**src/rtl/io_timer_pkg.sv**
```systemverilog
// io_timer_pkg: register map, control bit positions and control register layout
package io_timer_pkg;
  localparam logic [2:0] REG_CTRL   = 3'd0;
  localparam logic [2:0] REG_STAT   = 3'd1;
  localparam logic [2:0] REG_CMP_L  = 3'd2;
  localparam logic [2:0] REG_CMP_H  = 3'd3;
  localparam logic [2:0] REG_SNAP_L = 3'd4;
  localparam logic [2:0] REG_SNAP_H = 3'd5;
  localparam logic [2:0] REG_PRESC  = 3'd6;
  localparam int CTRL_EN     = 0;
  localparam int CTRL_IRQ_EN = 1;
  localparam int CTRL_LATCH  = 2;
  localparam int CTRL_CLR    = 3;
  localparam int STAT_PEND   = 0;
  typedef struct packed {
    logic [3:0] rsvd;
    logic       clr;
    logic       latch;
    logic       irq_en;
    logic       en;
  } ctrl_t;
endpackage

```
**src/rtl/io_timer_prescaler.sv**
```systemverilog
// io_timer_prescaler: divides clk_i by presc+1 while enabled, emitting one-cycle ticks
module io_timer_prescaler (
  input  logic       clk_i,
  input  logic       rst_i,
  input  logic       en,
  input  logic       clr,
  input  logic [7:0] presc,
  output logic       tick
);
  logic [7:0] cnt;
  // >= so that lowering presc mid-count ends the period at once instead of wrapping through 255
  assign tick = en & (cnt >= presc);
  // count 0..presc, restart after each tick; clr and reset zero the count
  always_ff @(posedge clk_i) begin
    if (rst_i || clr) cnt <= 8'd0;
    else if (en) cnt <= tick ? 8'd0 : cnt + 8'd1;
  end
endmodule

```
**src/rtl/io_timer.sv**
```systemverilog
// io_timer: 16-bit compare timer on the core IO bus; IO_TIMER_AUTORELOAD_EN selects periodic mode
module io_timer
  import io_timer_pkg::*;
#(
  parameter logic [7:0] BASE_ADDR = 8'h10
) (
  input  logic       clk_i,
  input  logic       rst_i,
  input  logic [7:0] io_addr_i,
  input  logic [7:0] io_data_i,
  input  logic       io_we_i,
  output logic [7:0] io_data_o,
  output logic       irq_o
);
`ifdef IO_TIMER_AUTORELOAD_EN
  localparam bit ONE_SHOT = 1'b0;
`else
  localparam bit ONE_SHOT = 1'b1;
`endif
  ctrl_t       ctrl;
  logic [7:0]  off, stage, presc;
  logic [15:0] cmp, cnt, snap;
  logic        hit, we, wr_ctrl, wr_stat, wr_cmp_l, wr_cmp_h, wr_presc;
  logic        pend, tick, clr, latch, match;
  // addresses below BASE_ADDR wrap to large offsets, so one compare bounds the window
  assign off      = io_addr_i - BASE_ADDR;
  assign hit      = off < 8'd7;
  assign we       = io_we_i & hit;
  assign wr_ctrl  = we & (off[2:0] == REG_CTRL);
  assign wr_stat  = we & (off[2:0] == REG_STAT);
  assign wr_cmp_l = we & (off[2:0] == REG_CMP_L);
  assign wr_cmp_h = we & (off[2:0] == REG_CMP_H);
  assign wr_presc = we & (off[2:0] == REG_PRESC);
  assign clr      = wr_ctrl & io_data_i[CTRL_CLR];
  assign latch    = wr_ctrl & io_data_i[CTRL_LATCH];
  assign match    = tick & ~clr & (cnt == cmp);
  assign irq_o    = pend & ctrl.irq_en;
  io_timer_prescaler u_presc (
    .clk_i(clk_i),
    .rst_i(rst_i),
    .en(ctrl.en),
    .clr(clr),
    .presc(presc),
    .tick(tick)
  );
  // register file, counter and pending flag; a match beats W1C, clr beats a tick
  always_ff @(posedge clk_i) begin
    if (rst_i) begin
      ctrl  <= '0;
      pend  <= 1'b0;
      stage <= 8'h00;
      cmp   <= 16'h0000;
      presc <= 8'h00;
      cnt   <= 16'h0000;
      snap  <= 16'h0000;
    end else begin
      if (wr_ctrl) ctrl <= '{rsvd: 4'h0, clr: 1'b0, latch: 1'b0, irq_en: io_data_i[CTRL_IRQ_EN], en: io_data_i[CTRL_EN]};
      else if (match && ONE_SHOT) ctrl.en <= 1'b0;
      pend <= match | (pend & ~(wr_stat & io_data_i[STAT_PEND]));
      if (wr_cmp_l) stage <= io_data_i;
      if (wr_cmp_h) cmp <= {io_data_i, stage};
      if (wr_presc) presc <= io_data_i;
      if (latch) snap <= cnt;
      if (clr || match) cnt <= 16'h0000;
      else if (tick) cnt <= cnt + 16'd1;
    end
  end
  // side-effect-free read mux, zero outside the decoded window
  always_comb begin
    io_data_o = 8'h00;
    if (hit)
      case (off[2:0])
        REG_CTRL:   io_data_o = ctrl;
        REG_STAT:   io_data_o = {7'b0, pend};
        REG_CMP_L:  io_data_o = cmp[7:0];
        REG_CMP_H:  io_data_o = cmp[15:8];
        REG_SNAP_L: io_data_o = snap[7:0];
        REG_SNAP_H: io_data_o = snap[15:8];
        REG_PRESC:  io_data_o = presc;
        default:    io_data_o = 8'h00;
      endcase
  end
endmodule

```
**config.mk**
```make
export PLATFORM = sky130hd
export DESIGN_NAME = io_timer
export DESIGN_NICKNAME = d
export VERILOG_FILES = /design/src/rtl/io_timer_pkg.sv /design/src/rtl/io_timer_prescaler.sv /design/src/rtl/io_timer.sv
export SDC_FILE = /design/constraint.sdc
export NUM_CORES = 1
export LEC_CHECK = 0
export CAP_MARGIN = 20
export CELL_PAD_IN_SITES_DETAIL_PLACEMENT = 0
export CELL_PAD_IN_SITES_GLOBAL_PLACEMENT = 1
export CORE_UTILIZATION = 32
export CTS_CLUSTER_SIZE = 16
export DETAILED_ROUTE_END_ITERATION = 10
export HOLD_SLACK_MARGIN = 0.12
export PLACE_DENSITY = 0.7
export SYNTH_ARGS = -nofsm -noshare
export SYNTH_HDL_FRONTEND = slang
export SYNTH_HIERARCHICAL = 1
export SYNTH_SLANG_ARGS = --single-unit
```
**constraint.sdc**
```tcl
create_clock -name clk_i -period 2.92 [get_ports clk_i]
set_input_delay 0.584 -clock clk_i [delete_from_list [all_inputs] [get_ports clk_i]]
set_output_delay 0.584 -clock clk_i [all_outputs]
set_load 0.005 [all_outputs]
```
==> results.sh <==
export IMPL_status="finished clean"
export IMPL_synth_main_ff_cell="dfxtp_1"
export IMPL_nNetsFinal=496
export IMPL_synth_cell_type_count=46
export IMPL_syn_to_final_growth_pct=27.6
export IMPL_grt_total_usage_pct=17.6
export IMPL_slew_headroom_pct=64.0
export IMPL_wl_per_cell_um=16.7
export IMPL_max_freq_ghz=0.346
export IMPL_leakagePower_nw=1.90
export IMPL_power_density_mw_per_mm2=521
export IMPL_dp_hpwl_um=7490
export IMPL_async_flop_share_pct=0
export IMPL_start_util_pct=32.9
export IMPL_crit_top_cell="nor2_4"
export IMPL_crit_chain="clkdlybuf4s50_1 > or4b_4 > nor2_4 > nand2_4 > buf_6 > buf_4 > nor2_4 > clkbuf_2"
export IMPL_die_h_um=111
export IMPL_clock_latency_ns=0.34
export IMPL_pwr_share_seq_pct=40.8
export IMPL_drt_iter0_markers=213
export IMPL_hold_ws_ns=0.455
export IMPL_slew_violations=0
export IMPL_final_cell_area_sq_mm=0.00481
export IMPL_synth_edf_count=0
export IMPL_cts_buffers=9
export IMPL_dp_slack_ns=-0.361
export IMPL_p_int_mw=2.02
export IMPL_core_sq_mm=0.0115
export IMPL_grt_pass1_wl_um=16600
export IMPL_io_buffers=27
export IMPL_fin_crit_ns=2.89
export IMPL_drv_cap=0
export IMPL_hp_class="flop to flop"
export IMPL_setup_viol=0
export IMPL_drc_errors=0
export IMPL_cp_end_kind="output port"
export IMPL_clkPwrFrac_pct=54.7
export IMPL_cts_hold_buf=0
export IMPL_finalSetupTns_ns=0
export IMPL_cts_tree="built"
export IMPL_clock_sinks=75
export IMPL_diodes=0
export IMPL_cts_max_level=3
export IMPL_gp_congestion=0.814
export IMPL_power_switching_uw=491
export IMPL_drive_gt1_share_pct=18.0
export IMPL_synth_area_leaders="dfxtp_1 40%, mux2i_1 8.0%, xor2_1 6.3%, nor2_1 5.8%, nand3_1 4.2%"
export IMPL_worstMarginPinSlew_ns=0.540
export IMPL_grt_pass1_vias=3112
export IMPL_num_rows=39
export IMPL_syn_avg_cell_area_sq_um=8.95
export IMPL_yosys_warnings=6
export IMPL_period_share_pct=98.9
export IMPL_fin_ws_ns=0.0313
export IMPL_antenna_found_initial=0
export IMPL_critPathMaxStageDelay_ns=0.56
export IMPL_finalPower_mw=2.51
export IMPL_cp_buffers_inverters=4
export IMPL_yosysTopAreaCell="dfxtp_1"
export IMPL_switching_share_pct=19.6
export IMPL_synth_top_cell_area_share_pct=39.8
export IMPL_cts_path_max_buffers=2
export IMPL_ant_nets=0
export IMPL_finalHoldViolCount=0
export IMPL_arrival_ns=2.30
export IMPL_cp_start_kind="input port"
export IMPL_ios=28
export IMPL_peakVddDrop_uv=280
export IMPL_synth_fp_nets=450
export IMPL_vias=3147
export IMPL_worstPathRequired_ns=2.34
export IMPL_p_comb_share_pct=4.5
export IMPL_synth_seq_cells=75
export IMPL_crit_path_max_fanout=5
export IMPL_cts_root_buf="clkbuf_16"
export IMPL_die_width_um=111
export IMPL_grt_max_degree=33
export IMPL_cp_top_family="simple AND/OR/NAND/NOR gates"
export IMPL_critical_path_class="input port to output port"
export IMPL_detail_route_vias_per_cell=5.12
export IMPL_dpl_cell_count=594
export IMPL_netlist_area_sq_mm=0.00377
export IMPL_firstDrtPassIters=5
export IMPL_placed_area_sq_mm=0.00435
export IMPL_synth_cells=421
export IMPL_slowest_stage="or4b_4"
export IMPL_dieArea_sq_mm=0.0122
export IMPL_gr_total_overflow=0
export IMPL_final_cells=615
export IMPL_clk_pin_slew_worst_paths_ns=0.06
export IMPL_routed_wl_um=10300
export IMPL_clock_skew_ns=0.00841
export IMPL_final_util_pct=42.0
export IMPL_ys_seq_area_share_pct=39.8
what timing repair did:
action	CTS	global route
setup endpoints to repair	8	7
setup buffers	1	4
cloned	0	0
pin swaps	2	2
resized for setup	17	16
layout make-up:
type / count / area, sq um
Inverter: 9 / 33.8
Timing Repair Buffer: 64 / 597
Sequential cell: 75 / 1500
Clock inverter: 6 / 136
Tap cell: 143 / 179
Multi-Input combinational cell: 308 / 2130
Clock buffer: 10 / 239
Fill cell: 1138 / 6660
synth_stat cells, types with 2 or more instances:
cell / number
and2_1: 2
buf_1: 4
clkbuf_1: 17
xnor2_1: 11
nor2_1: 58
ha_1: 10
xor2_1: 27
a21oi_1: 27
nand4_1: 8
nor3_1: 3
mux2i_1: 30
dfxtp_1: 75
nor2b_1: 4
buf_2: 3
o21ai_0: 3
and3_1: 5
nor4_1: 3
nand2_1: 39
nand3_1: 32
buf_6: 2
buf_4: 2
a222oi_1: 6
a22o_1: 7
nor4_2: 7
nor3b_1: 2
mux2_2: 6
inv_1: 9
worst register-to-register path, delay by kind of cell (launching register included):
family	cells	cell delay, ns
XOR/XNOR	1	0.11
adder cells (fa/ha/maj)	1	0.28
AND/OR/NAND/NOR	5	1.06
buffers and inverters	1	0.08
AO/OA/AOI/OAI	2	0.47
flip-flops	1	0.41
state kept, by name (all words and copies together) (netlist names):
register and cells:
cmp 16, cnt 16, ctrl 2, pend 1
presc 8, snap 16, stage 8, u_presc/cnt 8
logic make-up after synthesis:
group	count (synthesis)	synth area share, %
DFF	75	39.8
adders and majority gates	10	3.32
buffers and inverters	38	4.91
xor gates and xnor gates	38	8.83
and+or+nand+nor	171	23.5
AOI/OAI and AO/OA	52	9.23
muxes	37	10.4
cell usage in the layout (no fill, tap or decap), types with 3 or more instances in the layout:
cell / synthesis / layout
a21oi_1: 27 / 27
a222oi_1: 6 / 6
a22o_1: 7 / 7
and3_1: 5 / 5
buf_12: 1 / 4
buf_4: 2 / 30
buf_6: 2 / 3
bufinv_16: 0 / 4
clkbuf_16: 0 / 9
clkdlybuf4s50_1: 0 / 14
dfxtp_1: 75 / 75
dlygate4sd2_1: 0 / 4
dlymetal6s2s_1: 0 / 5
ha_1: 10 / 10
inv_1: 9 / 9
mux2_2: 6 / 6
mux2i_1: 30 / 30
nand2_1: 39 / 38
nand3_1: 32 / 32
nand4_1: 8 / 8
nor2_1: 58 / 52
nor2_4: 0 / 4
nor2b_1: 4 / 4
nor3_1: 3 / 3
nor4_1: 3 / 3
nor4_2: 7 / 7
o21ai_0: 3 / 3
xnor2_1: 11 / 11
xor2_1: 27 / 27
power by group through the flow:
| stage | Sequential (mW) | Clock (mW) | Combinational, mW |
|---|---|---|---|
| 6_report | 1.02 | 1.37 | 0.112 |
| 5_1_grt | 1.02 | 1.45 | 0.119 |
| 4_1_cts | 1.02 | 1.41 | 0.111 |
| 3_5_place_dp | 1.05 | 0 | 0.109 |
| 3_3_place_gp | 1.05 | 0 | 0.109 |
| 2_1_floorplan | 1.05 | 0 | 0.0472 |
per-layer routing:
| layer | vias to the layer above | routed length [um] | track usage, % |
|---|---|---|---|
| met3 | 9 | 632 | 3.84 |
| li1 | 1560 | - | - |
| met4 | 0 | 136 | 5.78 |
| met2 | 92 | 4880 | 28.6 |
| met5 | - | 0 | 0 |
| met1 | 1486 | 4640 | 23.0 |
worst paths after layout:
kind	end	slack (ns)	start	cells past startpoint
worst min register to register	stage[0]$_SDFFE_PP0P_	0.45	stage[0]$_SDFFE_PP0P_	2
worst max-delay path	io_data_o[4]	0.03	io_addr_i[5]	8
worst max register to register	cnt[7]$_SDFFE_PP0P_	0.42	presc[5]$_SDFFE_PP0P_	10
worst min-delay path	stage[0]$_SDFFE_PP0P_	0.45	stage[0]$_SDFFE_PP0P_	2
No activity file was read; power rests on OpenSTA's default activity.
==> RTL edit (same flow settings) <==
Make the reset (`rst_i`) asynchronous in one clocked block.
--- a/src/rtl/io_timer.sv
+++ b/src/rtl/io_timer.sv
@@ -44,7 +44,7 @@
     .tick(tick)
   );
   // register file, counter and pending flag; a match beats W1C, clr beats a tick
-  always_ff @(posedge clk_i) begin
+  always_ff @(posedge clk_i or posedge rst_i) begin
     if (rst_i) begin
       ctrl  <= '0;
       pend  <= 1'b0;
Function: differs if rst_i is asserted again (counterexample within 4 cycles, from zero or initial values and one cycle with rst_i high); with rst_i held inactive, the same outputs for 4 cycles.
==> RTL edit against the unedited design <==
Final cell count shrank 8.5%. Synthesized area grew 6.4%. Sequential cell count is the same. Worst setup slack improved by 0.039 ns. Wire length fell by 10%. Count of clock-buffer cells in the layout is the same. Synthesized cell count down 19%. Global-route usage down 2.2 points. Final area up 3.4%. Highest routed layer unchanged.
Power is not compared: it rests on default switching activity, and its combinational part moved more than twofold at a synthesized area within 25%.
==> RTL edit: results (changes against the unedited design) <==
[status]
outcome = finished clean

[place]
dp_hpwl_mm = 6.73  ; -10%
io_buffer_count = 27  ; unchanged
gp_congestion = 0.788  ; -3.2%
post-place-ws_ns = -0.339  ; +0.0221 ns
dp_cells = 542  ; -8.8%
placed_cell_area_um2 = 4590  ; +5.4%

[drt]
drt_iter0_markers = 177  ; -17%
detail_route.wl_per_cell_um = 16.4  ; -2.1%
viasPerCell = 4.92  ; -3.8%

[synth]
synth-async-reset-ratio = 0.893  ; +0.893
ys_seq_area_frac = 0.458  ; +0.0596
synth_commonest_cells = 67 x dfrtp_1, 48 x mux2_2, 33 x nor2_1, 25 x xor2_1, 14 x nand2_1
yosys.area_share.xor_xnor = 0.0808  ; -0.00750
synth_area_leaders = dfrtp_1 42%, mux2_2 13%, xor2_1 5.5%
ys.flop_type = dfrtp_1
synthCells = 342  ; -19%
synth-compound-area-share = 0.0674  ; -0.0249
yosys_warnings = 6  ; unchanged
ys_types = 51  ; +11%
synth_nets = 371  ; -18%
synth-adder-area-share = 0.0312  ; -0.00200
synthMuxAreaShare = 0.175  ; +0.0711

[timing]
hold_violations = 0  ; unchanged
final.setup.worst_slack_ns = 0.0701  ; +0.0387 ns
tightest_slew_ns = 0.561  ; +0.0208 ns
finClkSkew_ns = 0.00575  ; -0.00266 ns
holdWs_ns = 0.502  ; +0.0470 ns

[global_routing]
grt_pass1_wl_mm = 15.1  ; -8.7%
grt_pass1_vias = 2780  ; -11%
grt.total_usage = 0.154  ; -0.0220
grt_max_degree = 52  ; +58%

[cells_and_area]
fillers = 1199  ; +5.4%
fin_nets = 419  ; -16%
drive_gt1_frac = 0.314  ; +0.134
stdcell_count = 563  ; -8.5%

[hold_path]
min_path_type = register to register
hold_depth = 1  ; -1

[worst_setup_path]
cp_max_fo = 5  ; unchanged
rrSetupSlack_ns = 0.33  ; -0.09 ns
cp_data_arrival_time_ns = 2.27  ; -0.03 ns

[RTL edit: area by class of cell]
class	instances	area, um2	share of cell area
tap	168	210	0.0422
sequential	75	1840	0.369
clock inverter	6	113	0.0226
timing repair buffer	54	492	0.0988
clock buffer	10	229	0.0460
inverter	12	45.0	0.00905
multi-input combinational	238	2050	0.412
[RTL edit: kinds of logic after synthesis]
| kind of cell | Yosys count |
|---|---|
| AOI/OAI and AO/OA | 33 |
| xor gates and xnor gates | 37 |
| adders and majority gates | 10 |
| buffers and inverters | 29 |
| DFF | 75 |
| muxes | 60 |
| and+or+nand+nor | 98 |
[RTL edit: final timing paths]
path / startpoint / end
max: io_addr_i[7] / io_data_o[1]
min: stage[6] / stage[6]
max reg2reg: presc[6] / cnt[8]
min reg2reg: stage[6] / stage[6]
max in group asynchronous: rst_i / cnt[15]
min in group asynchronous: rst_i / presc[7]
[RTL edit: repair_timing]
action / 4_1_cts / 5_1_grt
resized for setup: 30 / 5
cloned: 1 / 0
setup buffers: 4 / 0
setup endpoints to repair: 8 / 5
pin swaps: 4 / 4
[RTL edit: where the power goes]
part | total [mW] | internal (mW) | switching (mW)
Sequential | 1.12 | 1.07 | 0.0463
Clock | 1.26 | 0.837 | 0.420
Combinational | 0.225 | 0.109 | 0.116
[RTL edit: metal layers]
layer	GRT usage	vias to the layer above	share of wire
met5	0	-	0
met4	0.0545	0	0.018
met3	0.0308	11	0.052
met2	0.231	80	0.45
met1	0.219	1343	0.48
li1	-	1337	-
[RTL edit: worst max-delay path, cell delays in order]
cell and delay (ns):
clkdlybuf4s50_1 0.39, or2_2 0.30, a311o_2 0.40, buf_6 0.15, buf_4 0.12, a211oi_2 0.18
buf_2 0.14
